**src/rtl/correlator_readout_sequencer.sv**
```systemverilog
// Sample/integration strobe generator and framed serial readout of the correlator bank.
// Optional trailing XOR checksum byte is enabled by defining CORR_READOUT_CHECKSUM_EN.
module correlator_readout_sequencer #(
  parameter int unsigned SAMPLE_DIV          = 50,
  parameter int unsigned INTEGRATION_SAMPLES = 100000,
  parameter int unsigned NUM_CORRELATORS     = 66,
  parameter int unsigned ADDR_W              = 7,
  parameter int unsigned ACC_W               = 32
) (
  input  logic              clki,
  input  logic              rsti_n,
  input  logic              enable,
  output logic              sample_clk_pulse,
  output logic              integration_clk_pulse,
  output logic              acc_swap,
  output logic              rd_en,
  output logic [ADDR_W-1:0] rd_addr,
  input  logic [ACC_W-1:0]  rd_data,
  output logic [7:0]        tx_data,
  output logic              tx_valid,
  input  logic              tx_ready,
  output logic              busy,
  output logic              overrun
);

  localparam int unsigned SdW    = $clog2(SAMPLE_DIV);
  localparam int unsigned IsW    = $clog2(INTEGRATION_SAMPLES + 1);
  localparam int unsigned NBytes = ACC_W / 8;
  localparam int unsigned BcW    = (NBytes > 1) ? $clog2(NBytes) : 1;

  typedef enum logic [2:0] {
    StIdle, StHdr0, StHdr1, StSeq, StRd, StWait, StByte, StCsum
  } state_e;

  state_e             state_q, state_d;
  logic [SdW-1:0]     samp_q, samp_d;
  logic [IsW-1:0]     integ_q, integ_d;
  logic [7:0]         seq_q, seq_d;
  logic [7:0]         fseq_q, fseq_d;
  logic [ADDR_W-1:0]  addr_q, addr_d;
  logic [BcW-1:0]     bcnt_q, bcnt_d;
  logic [ACC_W-1:0]   shreg_q, shreg_d;
  logic [7:0]         csum_q, csum_d;
  logic               overrun_q, overrun_d;
  logic               samp_pulse, int_pulse, tx_fire;

  // Timing generator: both counters are held at zero whenever enable is low.
  always_comb begin
    samp_pulse = enable && (samp_q == SdW'(SAMPLE_DIV - 1));
    int_pulse  = samp_pulse && (integ_q == IsW'(INTEGRATION_SAMPLES - 1));
    samp_d     = samp_q;
    integ_d    = integ_q;
    if (!enable) begin
      samp_d  = '0;
      integ_d = '0;
    end else begin
      samp_d = samp_pulse ? '0 : samp_q + SdW'(1);
      if (int_pulse) begin
        integ_d = '0;
      end else if (samp_pulse) begin
        integ_d = integ_q + IsW'(1);
      end
    end
  end

  assign sample_clk_pulse      = samp_pulse;
  assign integration_clk_pulse = int_pulse;
  assign acc_swap              = int_pulse;
  assign busy                  = (state_q != StIdle);
  assign overrun               = overrun_q;
  assign rd_addr               = addr_q;
  assign tx_fire               = tx_valid & tx_ready;

  always_comb begin
    state_d   = state_q;
    addr_d    = addr_q;
    bcnt_d    = bcnt_q;
    shreg_d   = shreg_q;
    csum_d    = csum_q;
    fseq_d    = fseq_q;
    rd_en     = 1'b0;
    tx_valid  = 1'b0;
    tx_data   = 8'h00;
    // seq counts every integration, including dropped frames, so gaps are visible.
    seq_d     = seq_q + {7'd0, int_pulse};
    overrun_d = overrun_q | (int_pulse && (state_q != StIdle));

    case (state_q)
      StIdle: begin
        if (int_pulse) begin
          state_d = StHdr0;
          addr_d  = '0;
          csum_d  = 8'h00;
          fseq_d  = seq_q;
        end
      end
      StHdr0: begin
        tx_valid = 1'b1;
        tx_data  = 8'hA5;
        if (tx_fire) state_d = StHdr1;
      end
      StHdr1: begin
        tx_valid = 1'b1;
        tx_data  = 8'h5A;
        if (tx_fire) state_d = StSeq;
      end
      StSeq: begin
        tx_valid = 1'b1;
        tx_data  = fseq_q;
        if (tx_fire) begin
          csum_d  = csum_q ^ fseq_q;
          state_d = StRd;
        end
      end
      StRd: begin
        rd_en   = 1'b1;
        state_d = StWait;
      end
      StWait: begin
        shreg_d = rd_data;
        bcnt_d  = '0;
        state_d = StByte;
      end
      StByte: begin
        tx_valid = 1'b1;
        tx_data  = shreg_q[ACC_W-1 -: 8];
        if (tx_fire) begin
          csum_d  = csum_q ^ shreg_q[ACC_W-1 -: 8];
          shreg_d = shreg_q << 8;
          if (bcnt_q == BcW'(NBytes - 1)) begin
            if (addr_q == ADDR_W'(NUM_CORRELATORS - 1)) begin
`ifdef CORR_READOUT_CHECKSUM_EN
              state_d = StCsum;
`else
              state_d = StIdle;
`endif
            end else begin
              addr_d  = addr_q + ADDR_W'(1);
              state_d = StRd;
            end
          end else begin
            bcnt_d = bcnt_q + BcW'(1);
          end
        end
      end
`ifdef CORR_READOUT_CHECKSUM_EN
      StCsum: begin
        tx_valid = 1'b1;
        tx_data  = csum_q;
        if (tx_fire) state_d = StIdle;
      end
`endif
      default: state_d = StIdle;
    endcase
  end

  always_ff @(posedge clki or negedge rsti_n) begin
    if (!rsti_n) begin
      state_q   <= StIdle;
      samp_q    <= '0;
      integ_q   <= '0;
      seq_q     <= 8'h00;
      fseq_q    <= 8'h00;
      addr_q    <= '0;
      bcnt_q    <= '0;
      shreg_q   <= '0;
      csum_q    <= 8'h00;
      overrun_q <= 1'b0;
    end else begin
      state_q   <= state_d;
      samp_q    <= samp_d;
      integ_q   <= integ_d;
      seq_q     <= seq_d;
      fseq_q    <= fseq_d;
      addr_q    <= addr_d;
      bcnt_q    <= bcnt_d;
      shreg_q   <= shreg_d;
      csum_q    <= csum_d;
      overrun_q <= overrun_d;
    end
  end

endmodule
```
**config.mk**
```make
export PLATFORM = sky130hd
export DESIGN_NAME = correlator_readout_sequencer
export DESIGN_NICKNAME = d
export VERILOG_FILES = /design/src/rtl/correlator_readout_sequencer.sv
export SDC_FILE = /design/constraint.sdc
export NUM_CORES = 1
export LEC_CHECK = 0
export BUFFER_PORTS_ARGS = -buffer_cell sky130_fd_sc_hd__buf_4
export CORE_ASPECT_RATIO = 0.8
export CORE_MARGIN = 10
export CORE_UTILIZATION = 50
export CTS_BUF_LIST = sky130_fd_sc_hd__clkbuf_4
export CTS_CLUSTER_SIZE = 14
export DETAILED_ROUTE_END_ITERATION = 10
export GPL_TIMING_DRIVEN = 0
export HOLD_SLACK_MARGIN = 0.05
export PLACE_DENSITY = 0.71
export SYNTH_ARGS = -nofsm -noshare
export SYNTH_HDL_FRONTEND = slang
export SYNTH_SLANG_ARGS = --single-unit
```
**constraint.sdc**
```tcl
create_clock -name clki -period 2.67 [get_ports clki]
set_input_delay 0.267 -clock clki [delete_from_list [all_inputs] [get_ports clki]]
set_output_delay 0.267 -clock clki [all_outputs]
set_load 0.01 [all_outputs]
```
After elaboration in Yosys (flattened, before gate mapping):

Cells that the tools add are included.

* bits in registers: 84
* output and inout port bits: 22

* add/subtract/negate cells: 5
* eq/ne operators: 19
* muxes and demuxes: 26
* bitwise operators: 2
* reduce and logical (&&, ||, !) cells: 13

Operators with widths (number)
* $pmux W32 S2: 1
* $mux W17: 3
* $mux W32: 1
* $pmux W8 S4: 1
* $mux W7: 4
* $mux W3: 7
* $pmux W3 S7: 1
* $add A17 B1 Y17 const B: 1
* $eq A17 B17 Y1 const B: 1
* $ne A2 B2 Y1 const B: 8
* $pmux W7 S2: 1
* $mux W6: 2
* $eq A3 B3 Y1 const B: 3
* $add A8 B1 Y8: 1
* $add A7 B1 Y7 const B: 1
* $eq A7 B7 Y1 const B: 1
* $add A6 B1 Y6 const B: 1
* $eq A3 B2 Y1 const B: 2
* $eq A6 B6 Y1 const B: 1
* $reduce_and A6 Y1: 1
* $reduce_and A5 Y1: 1
* $mux W2: 2
* $pmux W2 S2: 1
* $reduce_and A2 Y1: 2
* 13 further kinds: 17

Logic depth before layout (Yosys ltp):

Gate-level depths: netlist of run 1.

* depth after elaboration: 6
* gate-level depth with buffers: 11
* mapped depth without buffers: 10

Least setup slack after synthesis of run 1:

No wires, ideal clock.

* path kind: register -> register
* from: reg integ_q[0]
* to: reg seq_q[7]
* arrival: 2363 ps
* path slack: 185 ps
* stages on the path, launching flop included: 11
* buffers on the path: 1
* cell sequence: dfrtp_1 > ha_1 > and4_1 > buf_2 > nand4_1 > nor2_1 > ha_1 > and3_1 > nand3_1 > or2_2 > xnor2_1

* cells in the longest elaborated chain, start to end: 3

Ends and longest elaborated chain
* from (decl): line 37 `logic [IsW-1:0] integ_q, integ_d;`
* from (signal assigned): line 172 `integ_q <= integ_d;`
* $eq A17 B17 Y1: line 50 `int_pulse = samp_pulse && (integ_q == IsW'(INTEGRATION_SAMPLES - 1));`
* $logic_and A1 B1 Y1: line 50
* net acc_swap: line 15 `output logic acc_swap,`
* $add A8 B1 Y8: line 85 `seq_d = seq_q + {7'd0, int_pulse};`
* net seq_d[7]: line 38 `logic [7:0] seq_q, seq_d;`
* to (signal assigned): line 173 `seq_q <= seq_d;`
* to (decl): line 38

The timed path passes the listed nets, and every way through them passes these cells.
A chain may end at the register's enable or synchronous reset.

Worst setup path in the final report of run 1:

* from: reg state_q[1]
* to: out tx_data[7]

* cells in the longest elaborated chain, start to end: 2

Ends and longest elaborated chain
* from (decl): line 35 `state_e state_q, state_d;`
* from (signal assigned): line 159 `state_q <= StIdle;`
* from (signal assigned): line 170 `state_q <= state_d;`
* $eq A3 B3 Y1, or another cell as far along: line 88 `case (state_q)`
* $pmux W8 S4 (*): line 88
* to (decl): line 19 `output logic [7:0] tx_data,`

Mark *: on every way between the ends. The rest lies on a longest branch, timed or not.

==> key figures, run 1 <==
Outcome
  – Status: complete, no violations

Timing
  – Final Max Tran Viols: 0
  – Clock Skew: 0.0234 ns
  – Setup-failing EPs final: 0
  – Fin crit share: 92.9%
  – Final setup margin: 0.190 ns
  – RSZ-0062 raised after global routing: false
  – Min cycle time layout: 2.48 ns
  – Final hold vios: 0
  – Max-slew headroom: 29.7%
  – Worst hold slack: 0.0724 ns
  – Max Freq: 0.403 GHz
  – Worst slew pin tran: 1.05 ns

CTS
  – Sink Count: 84
  – CTS HTree Levels: 3
  – TritonCTS clock tree: done
  – Max clock buf depth: 2
  – Clock root cell: clkbuf_4
  – Num CTS Buffers: 9
  – Clock-pin slew on the worst setup and hold paths: 0.13 ns
  – Clock Latency Late Sink: 0.42 ns

GRT
  – Number of global-route vias before repair: 3329
  – Total Routing Usage GR: 16.1%
  – Largest net degree at the start of global routing: 85
  – Initial antenna violation count: 0
  – Total grt overflow: 0
  – First-pass GRT wire length: 16600 microns

Critical path
  – Crit-path most repeated cell: clkbuf_1
  – Worst path required time: 2.40 ns
  – CP peak stage delay: 0.51 ns
  – Worst setup EP type: primary output
  – WP data arrival: 2.21 ns
  – Crit-path cells: and3b_1 -> clkbuf_1 -> clkbuf_1 -> a22o_1 -> buf_4
  – Critical path's slowest cell: clkbuf_1
  – CP bufs+invs: 3
  – CP max FO: 10
  – CP top delay family: buffers and inverters
  – Type of origin of the critical path: register
  – CP Class: reg2out

Layout
  – Layout cells sized above 1: 18.2%
  – N_diodes: 0
  – Synth-to-Final Area Change: 18.9%
  – Fill cell count: 744
  – Final nets: 550

Power
  – VDD IR-drop max: 0.000209 V
  – Pleak: 2.32 nW
  – P per Cell Area: 428 nW/um^2

Logic synthesis
  – Flip-flop and latch count after synthesis: 84
  – FFs w/ async S/R, synth: 100%
  – Sequential share of the synthesized area: 48.6%
  – Top cells by area, synth: dfrtp_1 49%, mux2i_1 5.8%, o21ai_0 4.3%
  – Yosys cell types: 56
  – Post-synth top cells: 84 x dfrtp_1, 47 x nand2_1, 37 x o21ai_0
  – Mapped Cells: 429
  – Syn_nets: 473
  – Post-Syn Area: 4320 sq um
  – Most used DFF post-synth: dfrtp_1
  – Top-count cell post-synth: dfrtp_1
  – Post-synth EDFFs: 0
  – Top cell type's share of synthesized area: 48.6%
  – Avg Inst Size Synth: 10.1 sq um
  – Synth area leader: dfrtp_1
  – Ys Warns: 0

Floorplan
  – Starting Density: 51.2%
  – DIE WIDTH: 124 microns
  – IO Pins: 58
  – Die Y: 103 microns
  – Total die area: 12800 sq um
  – Number of cell rows: 30
  – Core area: 8450 sq um

Route
  – DRC violation total after the first TritonRoute iteration: 381
  – DR vias: 3507
  – Final WL: 10200 microns
  – Via density: 5.64
  – Wirelength per Cell: 16.4 microns
  – DRC violations left: 0
  – Remaining antenna violation count: 0
  – Drt first pass iters: 5

Place
  – Pre-CTS setup slack: -0.0814 ns
  – Placed wire-length estimate: 7310 microns
  – Port bufs: 56
  – Gpl congestion: 0.873

Flow run
  – # Max-Cap Violations: 0

Worst hold path
  – Worst min-delay path class: in2reg
## power breakdown
group	leakage (nW)	switching, mW	internal [mW]
sequential	1.15	0.00604	1.28
combinational	1.09	0.0545	0.0543
clock	0.0839	0.423	0.383
total	2.32	0.484	1.71
## layout by cell type (no fill, tap or decap), drive strengths merged, types with 11 or more instances in the layout
cell type / synthesis / routed
a31oi: 19 / 19
inv: 15 / 15
buf: 10 / 68
nand2: 47 / 47
mux2i: 25 / 25
nand4: 11 / 11
o21ai: 37 / 37
dfrtp: 84 / 84
clkbuf: 19 / 29
nand3: 15 / 15
nor2: 12 / 12
a22o: 12 / 12
## registers in the layout, summed over array words and instances, names as in the netlist
name / count
rd_addr: 7
samp_q: 6
seq_q: 8
shreg_q: 32
state_q: 3
integ_q: 17
fseq_q: 8
overrun: 1
bcnt_q: 2
## cell type report
class                      instances  area (sq um)  share of cell area (%)
tap                              112           140                    2.73
buffer                            29           126                    2.46
timing repair buffer              66           515                    10.0
sequential                        84          2100                    40.9
clock buffer                      10          75.1                    1.46
clock inverter                     5          77.6                    1.51
multi-input combinational        301          2050                    39.8
inverter                          15          56.3                    1.09
## path summary, 6_finish.rpt
path | to | depth (start not counted) | start | slack (ns)
setup / recovery | tx_data[7] | 5 | state_q[1] | 0.19
hold / removal | shreg_q[7] | 2 | rd_data[7] | 0.07
setup reg to reg | seq_q[7] | 11 | samp_q[1] | 0.21
hold reg to reg | overrun | 1 | overrun | 0.47
max in group asynchronous | integ_q[0] | 2 | rsti_n | 1.38
min in group asynchronous | rd_addr[3] | 2 | rsti_n | 0.54
## routing by layer
metal	vias to the layer above	GRT usage, %	share of wire [%]
met3	5	4.23	5.2
met2	84	23.7	45
li1	1732	-	-
met5	-	0	0
met4	0	2.92	0.47
met1	1686	23.5	49
## cells by family (layout without fill, tap and decap cells)
kind of cell | Yosys count | after routing | share of synthesized area [%]
DFF | 84 | 84 | 48.6
buffers and inverters | 44 | 125 | 4.20
xor gates and xnor gates | 13 | 13 | 2.63
muxes | 34 | 34 | 8.83
adders and majority gates | 8 | 8 | 2.31
and+or+nand+nor | 139 | 139 | 17.2
AOI/OAI and AO/OA | 107 | 107 | 16.2
## per-stage QoR
stage	std cells	util [%]	power, mW	area (sq um)	TNS [ns]
final	622	60.9	2.20	5140	0
after global routing	622	60.9	2.28	5140	0
after CTS	620	60.7	2.23	5120	0
after detailed placement	597	57.8	1.41	4880	-0.0814
after global placement	597	57.8	1.41	4880	-0.0489
after floorplan	429	-	1.33	4320	0
## timing repair
action | in CTS | in global routing
hold buffers | 7 | 1
pin swaps | 1 | 0
setup buffers | 1 | 1
endpoints found under the hold margin | 18 | 1
resized for setup | 3 | 1
setup endpoints to repair | 3 | 1
No activity file was read; power rests on OpenSTA's default activity.
==> inputs of run 2 (changes only) <==
--- a/config.mk
+++ b/config.mk
@@ -9,7 +9,6 @@
 export CORE_ASPECT_RATIO = 0.8
 export CORE_MARGIN = 10
 export CORE_UTILIZATION = 50
-export CTS_BUF_LIST = sky130_fd_sc_hd__clkbuf_4
 export CTS_CLUSTER_SIZE = 14
 export DETAILED_ROUTE_END_ITERATION = 10
 export GPL_TIMING_DRIVEN = 0
==> key figures, run 2 (synthesis results as in run 1) <==
Layout
  – Layout cells sized above 1: 18.4% (was 18.2%)
  – Final Cell Area: 5120 sq um (was 5140 sq um)
  – Commonest cells after routing, fill and taps aside: 83 x dfrtp_1, 59 x buf_4, 47 x nand2_1 (unchanged)
  – Synth-to-Final Area Change: 18.4% (was 18.9%)
  – Final nets: 541 (was 550)
  – Fill cell count: 741 (was 744)
  – Top Registers: shreg_q x32, integ_q x17 (unchanged)
  – N_diodes: 0 (unchanged)
  – Largest register FFs: 32 (unchanged)
  – Largest Register: shreg_q (unchanged)
  – Commonest non-fill, non-tap cell in the layout: dfrtp_1 (unchanged)

Critical path
  – Worst setup EP type: register (was primary output)
  – Type of origin of the critical path: register (unchanged)
  – Worst path required time: 2.90 ns (was 2.40 ns)
  – CP Class: reg2reg (was reg2out)
  – Register-to-Register Path Depth: 11 (unchanged)
  – CP max FO: 7 (was 10)
  – WP data arrival: 2.68 ns (was 2.21 ns)

Place
  – Port bufs: 56 (unchanged)
  – Placed wire-length estimate: 7310 microns (unchanged)
  – Gpl congestion: 0.873 (unchanged)
  – Placed instance area: 4880 sq um (unchanged)

GRT
  – Number of global-route vias before repair: 3305 (was 3329)
  – Total Routing Usage GR: 16.0% (was 16.1%)
  – Largest net degree at the start of global routing: 85 (unchanged)
  – Total grt overflow: 0 (unchanged)
  – Initial antenna violation count: 0 (unchanged)
  – First-pass GRT wire length: 16500 microns (was 16600 microns)

Timing
  – Clock Skew: 0.0133 ns (was 0.0234 ns)
  – Max Freq: 0.408 GHz (was 0.403 GHz)
  – Worst slew pin tran: 1.06 ns (was 1.05 ns)
  – Min cycle time layout: 2.45 ns (was 2.48 ns)
  – Fin crit share: 91.7% (was 92.9%)
  – RSZ-0062 raised after global routing: false (unchanged)
  – Final hold vios: 0 (unchanged)
  – Setup-failing EPs final: 0 (unchanged)
  – Max-slew headroom: 29.0% (was 29.7%)
  – Final Max Tran Viols: 0 (unchanged)

CTS
  – Sink Count: 84 (unchanged)
  – Clock root cell: clkbuf_8 (was clkbuf_4)
  – Clock-pin slew on the worst setup and hold paths: 0.08 ns (was 0.13 ns)
  – TritonCTS clock tree: done (unchanged)
  – CTS HTree Levels: 3 (unchanged)
  – Num CTS Buffers: 9 (unchanged)
  – Max clock buf depth: 2 (unchanged)
  – Hold-fix buffers, CTS: 0 (was 7)
  – Clock Latency Late Sink: 0.35 ns (was 0.42 ns)

Floorplan
  – Number of cell rows: 30 (unchanged)
  – Total die area: 12800 sq um (unchanged)
  – Core area: 8450 sq um (unchanged)
  – DIE WIDTH: 124 microns (unchanged)
  – Starting Density: 51.2% (unchanged)
  – Die Y: 103 microns (unchanged)
  – IO Pins: 58 (unchanged)

Power
  – P per Cell Area: 464 nW/um^2 (was 428 nW/um^2)
  – Net Sw Power: 0.505 mW (was 0.484 mW)
  – Internal power: 1.87 mW (was 1.71 mW)
  – Combinational Power Share: 4.2% (was 4.9%)
  – VDD IR-drop max: 0.000261 V (was 0.000209 V)
  – Flop pwr share: 54.0% (was 58.4%)
  – Sw Share: 21.2% (was 22.0%)
  – Power Total: 2.38 mW (was 2.20 mW)
  – Clock share of power: 41.8% (was 36.7%)
  – Pleak: 2.31 nW (was 2.32 nW)

Outcome
  – Status: complete, no violations (unchanged)

Flow run
  – # Max-Cap Violations: 0 (unchanged)

Route
  – Final WL: 10100 microns (was 10200 microns)
  – Drt first pass iters: 5 (unchanged)
  – DRC violation total after the first TritonRoute iteration: 375 (was 381)
  – Via density: 5.68 (was 5.64)
  – Remaining antenna violation count: 0 (unchanged)
  – DRC violations left: 0 (unchanged)
  – Wirelength per Cell: 16.5 microns (was 16.4 microns)
  – DR vias: 3482 (was 3507)

Worst hold path
  – Worst min-delay path class: in2async (was in2reg)
## run 2: through the flow
stage               instances  TNS [ns]  setup slack (ns)  hold WS, ns  util (%)
floorplan                 429         0             0.185      -0.0286         -
global placement          597   -0.0489           -0.0489        0.440      57.8
detailed placement        597   -0.0814           -0.0814        0.446      57.8
CTS                       613         0            0.0886        0.122      60.6
global route              613         0            0.0301        0.124      60.6
finish                    613         0             0.221       0.0813      60.6
## run 2: worst max-delay path: stages, from the launching register on
cell and delay [ns]:
dfrtp_1 0.40, inv_1 0.06, ha_1 0.18, nand4_1 0.09, or3_1 0.32, buf_2 0.19
nor2_4 0.16, ha_1 0.21, and3_1 0.17, nand3_1 0.11, or2_2 0.32, xnor2_1 0.13
## run 2: what timing repair did
item / in CTS / in global routing
buffers inserted: 1 / 1
gates resized for setup: 2 / 1
setup endpoints to repair: 2 / 2
pin swaps: 1 / 1
cloned: 0 / 0
## run 2: power groups by stage
stage / Combinational, mW / Clock, mW / Sequential, mW
after floorplan: 0.0287 / 0 / 1.31
after global placement: 0.100 / 0 / 1.31
after detailed placement: 0.102 / 0 / 1.31
after CTS: 0.102 / 1.02 / 1.28
after global routing: 0.112 / 1.06 / 1.28
final: 0.0996 / 0.994 / 1.28
## run 2: cell type report
| type | count | area (sq um) | share of cell area [%] |
|---|---|---|---|
| Sequential cell | 84 | 2100 | 41.1 |
| Multi-Input combinational cell | 301 | 2050 | 40.0 |
| Timing Repair Buffer | 58 | 435 | 8.50 |
| Clock buffer | 11 | 141 | 2.76 |
| Tap cell | 112 | 140 | 2.74 |
| Buffer | 28 | 121 | 2.37 |
| Clock inverter | 4 | 73.8 | 1.44 |
| Inverter | 15 | 56.3 | 1.10 |
## run 2: worst paths after layout
check / start / end / slack (ns)
max in group asynchronous: rsti_n / integ_q[0] / 1.82
worst max-delay path: samp_q[1] / seq_q[7] / 0.22
min in group clki: rd_data[1] / shreg_q[1] / 0.14
worst min register to register: overrun / overrun / 0.46
worst min-delay path: rsti_n / rd_addr[3] / 0.08
worst max register to register: samp_q[1] / seq_q[7] / 0.22
## run 2: layer usage
layer / global-route usage, % / routed length, microns
met1: 23.3 / 5100
met2: 23.4 / 4500
met3: 3.58 / 436
met4: 4.51 / 90
met5: 0 / 0
==> inputs of run 3 (changes only) <==
--- a/config.mk
+++ b/config.mk
@@ -13,7 +13,7 @@
 export DETAILED_ROUTE_END_ITERATION = 10
 export GPL_TIMING_DRIVEN = 0
 export HOLD_SLACK_MARGIN = 0.05
-export PLACE_DENSITY = 0.71
+export PLACE_DENSITY = 0.74
 export SYNTH_ARGS = -nofsm -noshare
 export SYNTH_HDL_FRONTEND = slang
 export SYNTH_SLANG_ARGS = --single-unit
==> constraint.sdc (replaced) <==
create_clock -name clki -period 2.25 [get_ports clki]
set_input_delay 0.225 -clock clki [delete_from_list [all_inputs] [get_ports clki]]
set_output_delay 0.225 -clock clki [all_outputs]
set_load 0.01 [all_outputs]
==> key figures, run 3 (synthesis results as in run 1) <==
Floorplan
  – Number of cell rows: 30 (unchanged)
  – DIE WIDTH: 124 microns (unchanged)
  – Die Y: 103 microns (unchanged)
  – Starting Density: 51.2% (unchanged)
  – IO Pins: 58 (unchanged)
  – Total die area: 12800 sq um (unchanged)
  – Core area: 8450 sq um (unchanged)

Route
  – Via density: 5.80 (was 5.68)
  – Final WL: 10400 microns (was 10100 microns)
  – DR vias: 3583 (was 3482)
  – Wirelength per Cell: 16.9 microns (was 16.5 microns)
  – Drt first pass iters: 5 (unchanged)
  – DRC violations left: 0 (unchanged)
  – DRC violation total after the first TritonRoute iteration: 454 (was 375)
  – Remaining antenna violation count: 0 (unchanged)

Timing
  – Fin crit share: 99.9% (was 91.7%)
  – Final hold vios: 0 (unchanged)
  – Clock Skew: 0.00833 ns (was 0.0133 ns)
  – Setup-failing EPs final: 0 (unchanged)
  – Final Max Tran Viols: 0 (unchanged)
  – Final setup margin: 0.00320 ns (was 0.221 ns)
  – Worst slew pin tran: 1.05 ns (was 1.06 ns)
  – RSZ-0062 raised after global routing: true (was false)
  – Max Freq: 0.445 GHz (was 0.408 GHz)
  – Worst hold slack: 0.0515 ns (was 0.0813 ns)
  – Min cycle time layout: 2.25 ns (was 2.45 ns)
  – Max-slew headroom: 30.0% (was 29.0%)

CTS
  – Clock root cell: clkbuf_8 (unchanged)
  – Max clock buf depth: 2 (unchanged)
  – Sink Count: 84 (unchanged)
  – CTS HTree Levels: 3 (unchanged)
  – TritonCTS clock tree: done (unchanged)
  – Hold-fix buffers, CTS: 0 (unchanged)
  – Clock-pin slew on the worst setup and hold paths: 0.07 ns (was 0.08 ns)
  – Num CTS Buffers: 9 (unchanged)
  – Clock Latency Late Sink: 0.35 ns (about the same)

Power
  – P per Cell Area: 505 nW/um^2 (was 464 nW/um^2)
  – Flop pwr share: 57.9% (was 54.0%)
  – Net Sw Power: 0.573 mW (was 0.505 mW)
  – Sw Share: 21.8% (was 21.2%)
  – Pleak: 2.35 nW (was 2.31 nW)
  – Power Total: 2.63 mW (was 2.38 mW)
  – VDD IR-drop max: 0.000502 V (was 0.000261 V)
  – Internal power: 2.05 mW (was 1.87 mW)
  – Combinational Power Share: 4.7% (was 4.2%)
  – Clock share of power: 37.4% (was 41.8%)

GRT
  – First-pass GRT wire length: 17000 microns (was 16500 microns)
  – Number of global-route vias before repair: 3459 (was 3305)
  – Total grt overflow: 0 (unchanged)
  – Largest net degree at the start of global routing: 85 (unchanged)
  – Total Routing Usage GR: 16.5% (was 16.0%)
  – Initial antenna violation count: 0 (unchanged)

Place
  – Pre-CTS setup slack: -0.264 ns (was -0.0814 ns)
  – Port bufs: 56 (unchanged)
  – Placed wire-length estimate: 7420 microns (was 7310 microns)
  – Gpl congestion: 0.894 (was 0.873)

Layout
  – N_diodes: 0 (unchanged)
  – Largest register FFs: 32 (unchanged)
  – Commonest non-fill, non-tap cell in the layout: dfrtp_1 (unchanged)
  – Final nets: 547 (was 541)
  – Top Registers: shreg_q x32, integ_q x17 (unchanged)
  – Commonest cells after routing, fill and taps aside: 83 x dfrtp_1, 67 x buf_4, 47 x nand2_1 (was 83 x dfrtp_1, 59 x buf_4, 47 x nand2_1)
  – Layout cells sized above 1: 22.5% (was 18.4%)
  – Largest Register: shreg_q (unchanged)
  – Fill cell count: 728 (was 741)
  – Synth-to-Final Area Change: 20.4% (was 18.4%)

Critical path
  – Worst setup EP type: register (unchanged)
  – Worst path required time: 2.48 ns (was 2.90 ns)
  – WP data arrival: 2.48 ns (was 2.68 ns)
  – CP max FO: 6 (was 7)
  – Critical path's slowest cell: dfrtp_1 (unchanged)
  – Crit-path cells: ha_2 -> and4_1 -> buf_6 -> nand4_1 -> nor2_4 -> ha_4 -> and3_4 -> nand3_4 -> or2_4 -> xnor2_1 (was inv_1 -> ha_1 -> nand4_1 -> or3_1 -> buf_2 -> nor2_4 -> ha_1 -> and3_1 -> nand3_1 -> or2_2 -> xnor2_1)
  – Type of origin of the critical path: register (unchanged)
  – CP Class: reg2reg (unchanged)
  – CP peak stage delay: 0.39 ns (was 0.40 ns)

Outcome
  – Status: complete, no violations (unchanged)

Flow run
  – # Max-Cap Violations: 0 (unchanged)

Worst hold path
  – Worst min-delay path class: in2async (unchanged)
[run 3: cell count changes in the layout (fill, tap and decap cells not counted), sizes merged]
cell	change
clkinvlp	+1
buf	+7
bufinv	-2
clkbuf	+1
clkinv	-2
[run 3: final timing paths]
check,from,end,slack (ns),depth (start not counted)
worst max-delay path,integ_q[1],seq_q[7],0.003,10
worst min-delay path,rsti_n,rd_addr[2],0.05,1
worst max register to register,integ_q[1],seq_q[7],0.003,10
worst min register to register,overrun,overrun,0.47,1
max in group asynchronous,rsti_n,samp_q[0],1.45,1
min in group clki,rd_data[0],shreg_q[0],0.10,2
[run 3: worst max-delay path: cells and delay by family, from the launching register on]
family | cells | cell delay, ns
simple gates | 6 | 1.13
buf+inv | 1 | 0.12
flops | 1 | 0.39
fa+ha+maj | 2 | 0.37
xor+xnor | 1 | 0.13
[run 3: metal layers]
layer | global-route usage [%] | vias up | wire, microns
met2 | 24.3 | 99 | 4720
met5 | 0 | - | 0
met3 | 4.67 | 8 | 635
li1 | - | 1722 | -
met1 | 23.4 | 1754 | 4960
met4 | 4.24 | 0 | 102
[run 3: timing repair]
action / in CTS / in global routing
setup endpoints to repair: 15 / 62
gates resized for setup: 6 / 21
buffers inserted: 5 / 4
pin swaps: 2 / 4
[run 3: per-stage QoR]
stage                     instances  setup TNS [ns]  util, %  cell area (sq um)
after floorplan                 429         -0.0354        -               4370
after global placement          597          -0.469     58.3               4930
after detailed placement        597          -0.621     58.3               4930
after CTS                       616         -0.0581     61.0               5150
after global routing            618          -0.271     61.6               5210
final                           618               0     61.6               5210
[run 3: cell type report]
class / instances / area [sq um] / share of cell area (%)
inverters: 15 / 56.3 / 1.08
clock buffers: 13 / 169 / 3.24
repair buffers: 65 / 488 / 9.37
multi-input cells: 301 / 2110 / 40.4
plain buffers: 27 / 136 / 2.62
flip-flops and latches: 84 / 2100 / 40.4
clock inverters: 1 / 7.51 / 0.144
well taps: 112 / 140 / 2.69
[run 3: power groups by stage]
| stage | logic (mW) | registers (mW) | clock network, mW |
|---|---|---|---|
| detailed placement | 0.121 | 1.55 | 0 |
| global route | 0.141 | 1.52 | 1.07 |
| finish | 0.124 | 1.52 | 0.982 |
| floorplan | 0.0341 | 1.55 | 0 |
| CTS | 0.125 | 1.52 | 1.01 |
| global placement | 0.119 | 1.55 | 0 |
